## src/rtl/button_event_decoder.sv

```systemverilog
// Turns the debounced button level into one-cycle event strobes: press,
// release, click (short press), long press and auto-repeat while held.
//
// Parameters:
//   LONG_CYCLES   - cycles from the press strobe to the long-press strobe (>= 2)
//   REPEAT_CYCLES - cycles between auto-repeat strobes after a long press; 0 disables
//   CNT_WIDTH     - hold-counter width, must hold max(LONG_CYCLES, REPEAT_CYCLES) - 1
//
// Ports:
//   clock        - system clock, rising edge
//   reset        - synchronous active-high reset
//   dataIn       - debounced button level, 1 = pressed
//   pressPulse   - strobe on a detected press
//   releasePulse - strobe on release of a tracked press
//   clickPulse   - strobe on release of a press that never reached long-press
//   longPulse    - strobe when the hold reaches LONG_CYCLES
//   repeatPulse  - strobe every REPEAT_CYCLES while held past long-press
//   holding      - level, high while in the held state
module button_event_decoder #(
    parameter int unsigned LONG_CYCLES   = 50_000_000,
    parameter int unsigned REPEAT_CYCLES = 10_000_000,
    parameter int unsigned CNT_WIDTH     = 26
) (
    input  logic clock,
    input  logic reset,
    input  logic dataIn,
    output logic pressPulse,
    output logic releasePulse,
    output logic clickPulse,
    output logic longPulse,
    output logic repeatPulse,
    output logic holding
);

    localparam int unsigned LongLastInt = LONG_CYCLES - 1;
    localparam int unsigned RepLastInt  = (REPEAT_CYCLES == 0) ? 0 : REPEAT_CYCLES - 1;
    localparam logic [CNT_WIDTH-1:0] LongLast = LongLastInt[CNT_WIDTH-1:0];
    localparam logic [CNT_WIDTH-1:0] RepLast  = RepLastInt[CNT_WIDTH-1:0];
    localparam bit RepeatEn = (REPEAT_CYCLES != 0);

    typedef enum logic [1:0] {StIdle, StPressed, StHeld} state_e;

    state_e               state_q, state_d;
    logic [CNT_WIDTH-1:0] cnt_q, cnt_d;
    logic                 prev_q;
    logic                 rise;

    logic press_d, release_d, click_d, long_d, repeat_d, holding_d;

    assign rise = dataIn & ~prev_q;

    // State register; prev_q resets to 1 so a button held through reset is
    // ignored until it is released and pressed again.
    always_ff @(posedge clock) begin
        if (reset) begin
            state_q      <= StIdle;
            cnt_q        <= '0;
            prev_q       <= 1'b1;
            pressPulse   <= 1'b0;
            releasePulse <= 1'b0;
            clickPulse   <= 1'b0;
            longPulse    <= 1'b0;
            repeatPulse  <= 1'b0;
            holding      <= 1'b0;
        end else begin
            state_q      <= state_d;
            cnt_q        <= cnt_d;
            prev_q       <= dataIn;
            pressPulse   <= press_d;
            releasePulse <= release_d;
            clickPulse   <= click_d;
            longPulse    <= long_d;
            repeatPulse  <= repeat_d;
            holding      <= holding_d;
        end
    end

    // Next-state and hold counter
    always_comb begin
        state_d = state_q;
        cnt_d   = cnt_q;
        unique case (state_q)
            StIdle: begin
                if (rise) begin
                    state_d = StPressed;
                    cnt_d   = '0;
                end
            end
            StPressed: begin
                // Release wins over the long threshold on the same edge.
                if (!dataIn) begin
                    state_d = StIdle;
                    cnt_d   = '0;
                end else if (cnt_q == LongLast) begin
                    state_d = StHeld;
                    cnt_d   = '0;
                end else begin
                    cnt_d = cnt_q + 1'b1;
                end
            end
            StHeld: begin
                if (!dataIn) begin
                    state_d = StIdle;
                    cnt_d   = '0;
                end else if (RepeatEn && cnt_q == RepLast) begin
                    cnt_d = '0;
                end else if (RepeatEn) begin
                    cnt_d = cnt_q + 1'b1;
                end
            end
            default: begin
                state_d = StIdle;
                cnt_d   = '0;
            end
        endcase
    end

    // Next values of the registered outputs
    always_comb begin
        press_d   = 1'b0;
        release_d = 1'b0;
        click_d   = 1'b0;
        long_d    = 1'b0;
        repeat_d  = 1'b0;
        unique case (state_q)
            StIdle: begin
                press_d = rise;
            end
            StPressed: begin
                if (!dataIn) begin
                    release_d = 1'b1;
                    click_d   = 1'b1;
                end else if (cnt_q == LongLast) begin
                    long_d = 1'b1;
                end
            end
            StHeld: begin
                if (!dataIn) begin
                    release_d = 1'b1;
                end else if (RepeatEn && cnt_q == RepLast) begin
                    repeat_d = 1'b1;
                end
            end
            default: ;
        endcase
        holding_d = (state_d == StHeld);
    end

endmodule

```

## config.mk

```make
export PLATFORM = sky130hd
export DESIGN_NAME = button_event_decoder
export DESIGN_NICKNAME = d
export VERILOG_FILES = /design/src/rtl/button_event_decoder.sv
export SDC_FILE = /design/constraint.sdc
export NUM_CORES = 1
export LEC_CHECK = 0
export ABC_AREA = 1
export ABC_CLOCK_PERIOD_IN_PS = 1900
export BUFFER_PORTS_ARGS = -buffer_cell sky130_fd_sc_hd__buf_2
export CAP_MARGIN = 20
export CORE_UTILIZATION = 50
export DETAILED_ROUTE_END_ITERATION = 8
export HOLD_SLACK_MARGIN = 0.06
export PLACE_DENSITY = 0.67
export REMOVE_ABC_BUFFERS = 1
export SLEW_MARGIN = 10
export SYNTH_ARGS = -nofsm -noshare
export SYNTH_HDL_FRONTEND = slang
export SYNTH_SLANG_ARGS = --single-unit
```

## constraint.sdc

```tcl
create_clock -name clock -period 1.9 [get_ports clock]
set_input_delay 0.095 -clock clock [delete_from_list [all_inputs] [get_ports clock]]
set_output_delay 0.095 -clock clock [all_outputs]
set_load 0.01 [all_outputs]
```

After elaboration in Yosys (flattened, before gate mapping)
Cells that the tools add are included.

word-level totals
  register bits after elaboration = 35
  output and inout bits = 6

operators by class
  add/subtract/negate cells = 1
  eq/ne operators = 6
  mux-type cells = 14
  bitwise gates (word level) = 7
  reductions and logical operators = 7

operator list
  kind                                              count
  two-way mux 26 bit                                5
  case mux 26 bit (3 select lines)                  1
  adder 26 x 1 -> 26 bit (second input constant)    1
  == test 26 x 24 -> 1 bit (second input constant)  1
  == test 26 bit (second input constant)            1
  two-way mux 2 bit                                 4
  OR reduction 2 bit                                4
  NOT 1 bit                                         6
  case mux 2 bit (3 select lines)                   1
  OR reduction 3 bit                                2
  == test 2 bit (second input constant)             2
  two-way mux 1 bit                                 3
  == test 2 x 1 -> 1 bit (second input constant)    1
  zero test 2 bit                                   1
  inequality test 2 bit (second input constant)     1
  bitwise AND 1 bit                                 1

Depth between registers and ports, before layout
Gate-level depths: netlist of run 1.

  depth in word-level cells = 5
  gate-level depth with buffers = 11
  depth with buffers taken out = 11

Least setup slack after synthesis of run 1
OpenSTA, ideal clock, no wires.

  path kind = register to register
  from = register cnt_q[0]
  to = register cnt_q[15]
  arrival time = 1.383 ns
  data required time = 1.778 ns
  setup slack = 0.395 ns
  stages on the path, launching flop included = 12
  path buffers = 1
  period minus slack after synthesis = 1.505 ns
  cell sequence = dfxtp_1 ha_1 nand3_1 inv_1 nand3_1 nor2_1 nand2_1 nand2_2 nand2_2 buf_6 nand2_8 a21oi_2

between the ends
  longest elaborated chain between the ends = 4
  elaborated cells between the ends (all ways) = 8
  classes of those cells = 1 x add/sub; 2 x eq/ne; 5 x mux

ends and longest elaborated chain
  item                                            line     source
  start, declared                                 44       logic [CNT_WIDTH-1:0] cnt_q, cnt_d;
  start signal, assigned                          67       cnt_q <= cnt_d;
  adder 26 x 1 -> 26 bit (tied with other cells)  98, 108
  two-way mux 26 bit (on tied branches)           105, 94
  two-way mux 26 bit (on tied branches)           102, 91
  case mux 26 bit (3 select lines) *              82       unique case (state_q)

Every way passes the cells marked *; elsewhere a longest branch is shown, timed or not.
A chain may end at the register's enable or synchronous reset.

Worst setup path in the final report of run 1
  from = register cnt_q[1]
  to = register cnt_q[12]

The elaborated chain is that of the path after synthesis.

==> results.toml, run 1 <==
[outcome]
status = "complete, no violations"

[timing]
worst_pin_slew_ns = 0.3882
fin_tns_setup_ns = 0
skew_ns = 0.004430
whs_ns = 0.08291
drv_slew = 0
finalSetupViolations = 0
fin_crit_ns = 1.731
hold_viol = 0
relSlewSlack = 0.7409
period_share = 0.9113
grt_setup_unrepaired = "no"
setup_ws_ns = 0.1686
clock.fmax_ghz = 0.5776

[critical_path]
critical_path_class = "reg -> reg"
critPathMaxFanout = 4
end_kind = "flop"
critical-path-slowest-cell = "dfxtp_1"
arrival_ns = 1.95
r2r_start = "cnt_q[1]$_SDFFE_PP0P_"
cp_num_cells = 8
crit_path_start = "cnt_q[1]$_SDFFE_PP0P_"
r2r_setup_slack_ns = 0.17
r2r-end = "cnt_q[12]$_SDFFE_PP0P_"
crit_path_max_incr_delay_ns = 0.35
crit_chain = "ha_1 > nand3_1 > inv_1 > nand2_1 > nor2_1 > xor2_1 > nand3_1 > a21oi_1"
critPathTopFamily = "simple AND/OR/NAND/NOR gates"
path_common_cell = "nand3_1"
required_ns = 2.12
cp_num_buf_inv = 1
r2r_cells = 8
worstSetupStartpointType = "flop"
crit_end = "cnt_q[12]$_SDFFE_PP0P_"

[clock_network]
ctsResizeCount = 0
clk_latency_ns = 0.29
cts_tree = "yes"
root_buffer = "clkbuf_8"
htree_levels = 2
post_cts.repair.setup_buffers = 0
cts_sinks = 35
cts_buffers = 5
clockBufferDepth = 2
clk_pin_slew_ns = 0.07
cts_hold_buffers = 0

[yosys]
synth.area.mux_share = 0
synth_top_cell_area_share = 0.3087
synth_compound_area_frac = 0.1003
synth_top_family_by_area = "simple AND/OR/NAND/NOR gates"
async_reset_ff_frac = 0
synth.top_cells.by_count = "nand2_1, nor2_1, nand3_1"
netlist_area_um2 = 2270
synth_warnings = 0
synthDistinctLibCells = 30
ys_seq_area_frac = 0.3087
syn_inst = 356
synth.most_common_cell = "nand2_1"
postSynthAreaPerCell_um2 = 6.375
ys_ff_latch = 35
synth-simple-area-share = 0.4261
synth.area.top_cells = "dfxtp_1, nand2_1, nand3_1"
synthFlopType = "dfxtp_1"
yosys.area.top_type = "dfxtp_1"
yosys.area_share.adder = 0.02756
synth_edf_count = 0
synth_xor_area_frac = 0.03473

[route]
vias = 2313
wl_per_cell_um = 13.84
via_per_inst = 5.392
initialDrtViolationCount = 179
antenna_left = 0
drt_pass1_iterations = 6
wirelength_um = 5937
drc_errors = 0

[floorplan]
start_util = 0.5213
dieArea_um2 = 4813
num_rows = 24
io_pins = 9
die_w_um = 69.38
fp.dieH_um = 69.38
core_area_um2 = 4354

[power_and_ir_drop]
power_leakage_nw = 0.9880
powerDensity_nw_per_um2 = 557.8
peakVddDrop_mv = 0.3258

[placed_design]
dp_hpwl_um = 4597
dp_cells = 421
io_buffers = 8
dp_worst_setup_slack_ns = 0.03124
gp_congestion = 0.9390

[cells_and_area]
layout.nets = 384
area.growth.synth_to_final_pct = 12.46
instances_no_fill = 429
drive_above_1_share = 0.1432
n_antenna_cell = 0
finalCoreUtilization = 0.5862

[global_routing]
grt_first_pass_wirelength_um = 10220
antenna_found_initial = 0
gr-usage-met3 = 0.04797
met2_usage = 0.4186
grt_pass1_vias = 2128
grt_overflow = 0
grt_max_degree = 21
met1_usage = 0.3655
grt_usage = 0.2696
grt.busiest_layer = "met2"

[worst_hold_path]
hold_path_class = "in -> reg"

[job]
drv_cap = 0
[metrics by stage]
step | instance area (um^2) | power, mW
2_1_floorplan | 2198 | 0.8016
3_3_place_gp | 2431 | 0.8406
3_5_place_dp | 2431 | 0.8415
4_1_cts | 2531 | 1.441
5_1_grt | 2552 | 1.483
6_report | 2552 | 1.424
[per-layer routing]
layer  vias to the layer above  share of wire
li1                       1181              -
met1                      1047           0.47
met2                        74           0.46
met3                        11          0.060
met4                         0          0.016
met5                         -              0
[cell type report]
class,count,area [um^2]
repair buffers,25,167.7
well taps,52,65.06
flip-flops and latches,35,700.7
clock buffers,8,100.1
fillers,444,1802
inverters,43,166.4
multi-input cells,266,1353
[worst min path at each step]
stage,from,end,slack [ns],cells after the start
6_report,reset,cnt_q[22]$_SDFFE_PP0P_,0.08,2
5_1_grt,reset,cnt_q[11]$_SDFFE_PP0P_,0.08,2
4_1_cts,dataIn,clickPulse$_SDFF_PP0_,0.07,2
3_5_place_dp,dataIn,clickPulse$_SDFF_PP0_,0.38,2
3_3_place_gp,dataIn,releasePulse$_SDFF_PP0_,0.37,2
2_1_floorplan,reset,cnt_q[10]$_SDFFE_PP0P_,0.16,1
[logic make-up after synthesis]
logic type | after synthesis
and+or+nand+nor | 213
DFF | 35
AOI/OAI and AO/OA | 39
buffers and inverters | 55
adders and majority gates | 5
xor gates and xnor gates | 9
[where the power goes]
part | internal (mW) | total (mW) | switching, mW
Sequential | 0.737 | 0.739 | 0.00235
Combinational | 0.0219 | 0.0863 | 0.0643
Clock | 0.331 | 0.598 | 0.267
[layout by cell type (no fill, tap or decap), drive strengths merged]
cell,n
nor2,54
a31o,1
xor2,8
a21oi,29
nor3,8
clkbuf,8
buf,25
ha,5
nor4,1
nand4,12
nand2,92
o21ai,8
a21boi,1
nand3b,2
nand3,43
xnor2,1
inv,42
and2,1
clkinv,1
dfxtp,35
[flip-flops by register name (all words and copies together) (netlist names)]
register / cells
clickPulse: 1
cnt_q: 26
holding: 1
longPulse: 1
pressPulse: 1
prev_q: 1
releasePulse: 1
repeatPulse: 1
state_q: 2
[worst register-to-register path, stage by stage, from the launching register on]
cell and delay (ns):
dfxtp_1 0.35, ha_1 0.20, nand3_1 0.13, inv_1 0.13
nand2_1 0.16, nor2_1 0.31, xor2_1 0.18, nand3_1 0.09
a21oi_1 0.12
Note: power is estimated with default switching activity, not from simulation.
==> run 2, diff against run 1 <==
- CAP_MARGIN: 20 -> 0
- CELL_PAD_IN_SITES_DETAIL_PLACEMENT: default -> 0
- CELL_PAD_IN_SITES_GLOBAL_PLACEMENT: default -> 1
- CORE_UTILIZATION: 50 -> 44
- PLACE_DENSITY: 0.67 -> default
- PLACE_DENSITY_LB_ADDON: default -> 0.1
==> run 2 against run 1 <==
Sequential share of layout area rose by 0.19 points. Highest routed layer unchanged. Die area rose by 13%. Count of clock-buffer cells in the layout fell by 1. Flip-flop and latch count did not move. First-iteration DRC count fell by 23%. Design area fell by 0.69%. Power rose by 1.3%.
==> results.toml, run 2 (synthesized netlist as in run 1, its figures left out) <==
[floorplan]
core_area_um2 = 4848
start_util = 0.4681
num_rows = 25
dieArea_um2 = 5449
fp.dieH_um = 73.82
die_w_um = 73.82
io_pins = 9

[route]
via_per_inst = 5.068
antenna_left = 0
drc_errors = 0
vias = 2225
initialDrtViolationCount = 138
wirelength_um = 6225
wl_per_cell_um = 14.18
drt_pass1_iterations = 4

[cells_and_area]
reg_top3 = "cnt_q x26, state_q x2"
instances_no_fill = 439
layout_commonest_cell = "nand2_1"
finalCoreUtilization = 0.5228
regMostFlops = "cnt_q"
final_area_um2 = 2535
drive_above_1_share = 0.1371
n_antenna_cell = 0
area.growth.synth_to_final_pct = 11.69
final_cell_mix = "nand2_1, nor2_1, nand3_1, inv_1, dfxtp_1"
largest_register_ffs = 26
layout.nets = 379

[timing]
skew_ns = 0.006615
fin_tns_setup_ns = 0
period_share = 0.9141
hold_viol = 0
finalSetupViolations = 0
clock.fmax_ghz = 0.5758
fin_crit_ns = 1.737
relSlewSlack = 0.7108
worst_pin_slew_ns = 0.4334
drv_slew = 0
grt_setup_unrepaired = "no"

[clock_network]
cts_buffers = 5
htree_levels = 2
root_buffer = "clkbuf_8"
clk_latency_ns = 0.29
post_cts.repair.setup_buffers = 0
cts_tree = "yes"
clockBufferDepth = 2
cts_sinks = 35
clk_pin_slew_ns = 0.08
cts_hold_buffers = 0

[critical_path]
worstSetupStartpointType = "flop"
crit_path_start = "cnt_q[0]$_SDFFE_PP0P_"
arrival_ns = 1.96
r2r_start = "cnt_q[0]$_SDFFE_PP0P_"
critical_path_class = "reg -> reg"
critPathMaxFanout = 4
end_kind = "flop"
required_ns = 2.13

[power_and_ir_drop]
powerDensity_nw_per_um2 = 568.8
power_leakage_nw = 0.9632
peakVddDrop_mv = 0.3076

[placed_design]
io_buffers = 8
placed_area_um2 = 2412
gp_congestion = 0.8706
dp_hpwl_um = 4733
dp_cells = 431

[global_routing]
grt_overflow = 0
grt_pass1_vias = 2036
grt_max_degree = 21
grt_usage = 0.2494
grt_first_pass_wirelength_um = 10020
antenna_found_initial = 0

[worst_hold_path]
hold_path_startpoint = "dataIn"
hold_path_class = "in -> reg"

[job]
drv_cap = 0

[outcome]
status = "complete, no violations"
[run 2: stage by stage]
stage / setup WS, ns / total power [mW] / hold WS [ns]
finish: 0.1632 / 1.442 / 0.07303
global route: 0.005015 / 1.492 / 0.08370
CTS: 0.1275 / 1.457 / 0.06908
detailed placement: -0.005677 / 0.8427 / 0.3801
global placement: 0.05959 / 0.8415 / 0.3764
floorplan: -0.2742 / 0.8016 / 0.1641
[run 2: where the power goes]
group	total (mW)	internal, mW	switching (mW)	leakage (nW)
Sequential	0.739	0.737	0.00264	0.282
Clock	0.616	0.330	0.286	0.0505
Combinational	0.0870	0.0205	0.0664	0.630
Total	1.44	1.09	0.355	0.963
[run 2: repair_timing]
item	in CTS	in global routing
pin swaps	0	1
endpoints found under the setup margin	14	24
gates resized for setup	1	3
[run 2: path summary, 6_finish.rpt]
path,end,slack [ns],depth (start not counted)
max,cnt_q[12]$_SDFFE_PP0P_,0.16,9
min reg2reg,pressPulse$_SDFF_PP0_,0.43,1
max reg2reg,cnt_q[12]$_SDFFE_PP0P_,0.16,9
min,releasePulse$_SDFF_PP0_,0.07,2
[run 2: area by class of cell]
cell class / count / area (um^2)
Clock inverter: 1 / 7.507
Fill cell: 529 / 2313
Tap cell: 67 / 83.83
Multi-Input combinational cell: 266 / 1355
Timing Repair Buffer: 20 / 130.1
Clock buffer: 7 / 96.34
Sequential cell: 35 / 700.7
Inverter: 43 / 161.4
[run 2: critical path, stage by stage, from the launching register on]
cell and delay, ns:
dfxtp_1 0.39, ha_1 0.21, nand3_1 0.12, inv_1 0.10, buf_4 0.13, nand2_1 0.11
nor2_1 0.23, xor2_1 0.17, nand3_1 0.09, a21oi_1 0.13
[run 2: per-layer routing]
metal  vias to the layer above  wire length [um]  track usage
met5                         -                 0            0
met4                         0                51      0.08333
met3                         7               169      0.03429
met2                        32              2929       0.4128
met1                      1012              3076       0.3322
li1                       1174                 -            -
==> run 3, diff against run 2 <==
- BUFFER_PORTS_ARGS: -buffer_cell sky130_fd_sc_hd__buf_2 -> default
- CORE_UTILIZATION: 44 -> 45
- DONT_BUFFER_PORTS: default -> 1
- GPL_ROUTABILITY_DRIVEN: default -> 0
==> run 3 against run 2 <==
The run now ends with negative hold slack left. Clock power fell by 10%. Core utilization down 0.75 points. Global-route usage rose by 0.12 points. Critical path depth rose by 1. Count of clock-buffer cells in the layout fell by 1.
==> results.toml, run 3 (synthesized netlist as in run 1, its figures left out) <==
[route]
via_per_inst = 5.044
initialDrtViolationCount = 116
drt_pass1_iterations = 4
wirelength_um = 5942
wl_per_cell_um = 13.85
vias = 2164
antenna_left = 0
drc_errors = 0

[floorplan]
core_area_um2 = 4786
num_rows = 25
die_w_um = 73.02
io_pins = 9
dieArea_um2 = 5332
start_util = 0.4742
fp.dieH_um = 73.02

[cells_and_area]
n_antenna_cell = 0
area.growth.synth_to_final_pct = 8.655
layout_commonest_cell = "nand2_1"
reg_top3 = "cnt_q x26, state_q x2"
layout.nets = 370
final_cell_mix = "nand2_1, nor2_1, nand3_1, inv_1, dfxtp_1"
finalCoreUtilization = 0.5153
largest_register_ffs = 26
final_area_um2 = 2466
drive_above_1_share = 0.1022
regMostFlops = "cnt_q"
instances_no_fill = 429

[placed_design]
dp_worst_setup_slack_ns = 0.01980
placed_area_um2 = 2350
dp_cells = 420
io_buffers = 0
dp_hpwl_um = 4434

[clock_network]
htree_levels = 2
cts_hold_buffers = 2
cts_buffers = 5
post_cts.repair.setup_buffers = 0
clk_latency_ns = 0.29
cts_tree = "yes"
clockBufferDepth = 2
root_buffer = "clkbuf_8"
clk_pin_slew_ns = 0.07
cts_sinks = 35

[worst_hold_path]
hold_path_class = "in -> reg"

[critical_path]
arrival_ns = 1.92
crit_chain = "ha_1 > nand3_1 > inv_1 > nand3_1 > nor2_1 > nand2_1 > nand2_1 > nand2_4 > nand2_8 > a21oi_2"
required_ns = 2.08
end_kind = "flop"
crit_path_max_incr_delay_ns = 0.37
critical_path_class = "reg -> reg"
critPathMaxFanout = 20
critical-path-slowest-cell = "dfxtp_1"
worstSetupStartpointType = "flop"

[power_and_ir_drop]
peakVddDrop_mv = 0.3282
power_leakage_nw = 0.9111
powerDensity_nw_per_um2 = 554.4
finalPower_mw = 1.367

[timing]
skew_ns = 0.006507
worst_pin_slew_ns = 0.3966
setup_ws_ns = 0.1622
period_share = 0.9146
fin_crit_ns = 1.738
clock.fmax_ghz = 0.5754
hold_viol = 18
relSlewSlack = 0.7353
drv_slew = 0
whs_ns = -0.1317
finalSetupViolations = 0

[job]
drv_cap = 0

[global_routing]
grt_pass1_vias = 2056
grt_overflow = 0
grt_usage = 0.2507
grt_first_pass_wirelength_um = 10180
grt_max_degree = 22
antenna_found_initial = 0

[outcome]
status = "finished, violations left"
violations = "negative hold slack"
[run 3: area by class of cell]
class | count | area [um^2]
fillers | 523 | 2320
inverters | 43 | 161.4
well taps | 67 | 83.83
clock inverters | 1 | 5.005
flip-flops and latches | 35 | 700.7
multi-input cells | 266 | 1341
repair buffers | 11 | 91.34
clock buffers | 6 | 82.58
[run 3: repair_timing]
action | CTS | global route
hold endpoints to repair | 27 | 18
setup endpoints to repair | 0 | 26
resized for setup | 0 | 2
[run 3: worst paths after layout]
path | cells past startpoint | slack [ns] | to | startpoint
worst max-delay path | 10 | 0.16 | cnt_q[17]$_SDFFE_PP0P_ | cnt_q[0]$_SDFFE_PP0P_
worst max register to register | 10 | 0.16 | cnt_q[17]$_SDFFE_PP0P_ | cnt_q[0]$_SDFFE_PP0P_
worst min register to register | 1 | 0.42 | pressPulse$_SDFF_PP0_ | prev_q$_SDFF_PP1_
worst min-delay path | 1 | -0.13 | cnt_q[13]$_SDFFE_PP0P_ | reset
[run 3: stage by stage]
step	TNS, ns	hold slack (ns)
final	0	-0.1317
after global routing	-0.002664	-0.1482
after floorplan	-6.177	0.1641
after detailed placement	0	0.1703
after global placement	0	0.1681
after CTS	0	-0.1404
[run 3: power breakdown]
group          switching (mW)  total, mW  internal [mW]
clock network           0.267      0.552          0.284
registers             0.00322      0.740          0.737
logic                  0.0558     0.0750         0.0192
total                   0.326       1.37           1.04
[run 3: worst max-delay path: cells and delay by family (launching register included)]
kind,cells,cell delay (ns)
buffers and inverters,1,0.10
AND/OR/NAND/NOR,7,0.91
flip-flops,1,0.37
adder cells (fa/ha/maj),1,0.21
AO/OA/AOI/OAI,1,0.05
[run 3: routing by layer]
layer  up-vias  GRT usage  part of all wire
met4         0     0.1198             0.024
met1       959     0.3398              0.49
met2        37     0.3755              0.44
met3        13    0.05387             0.038
li1       1155          -                 -
met5         -          0                 0
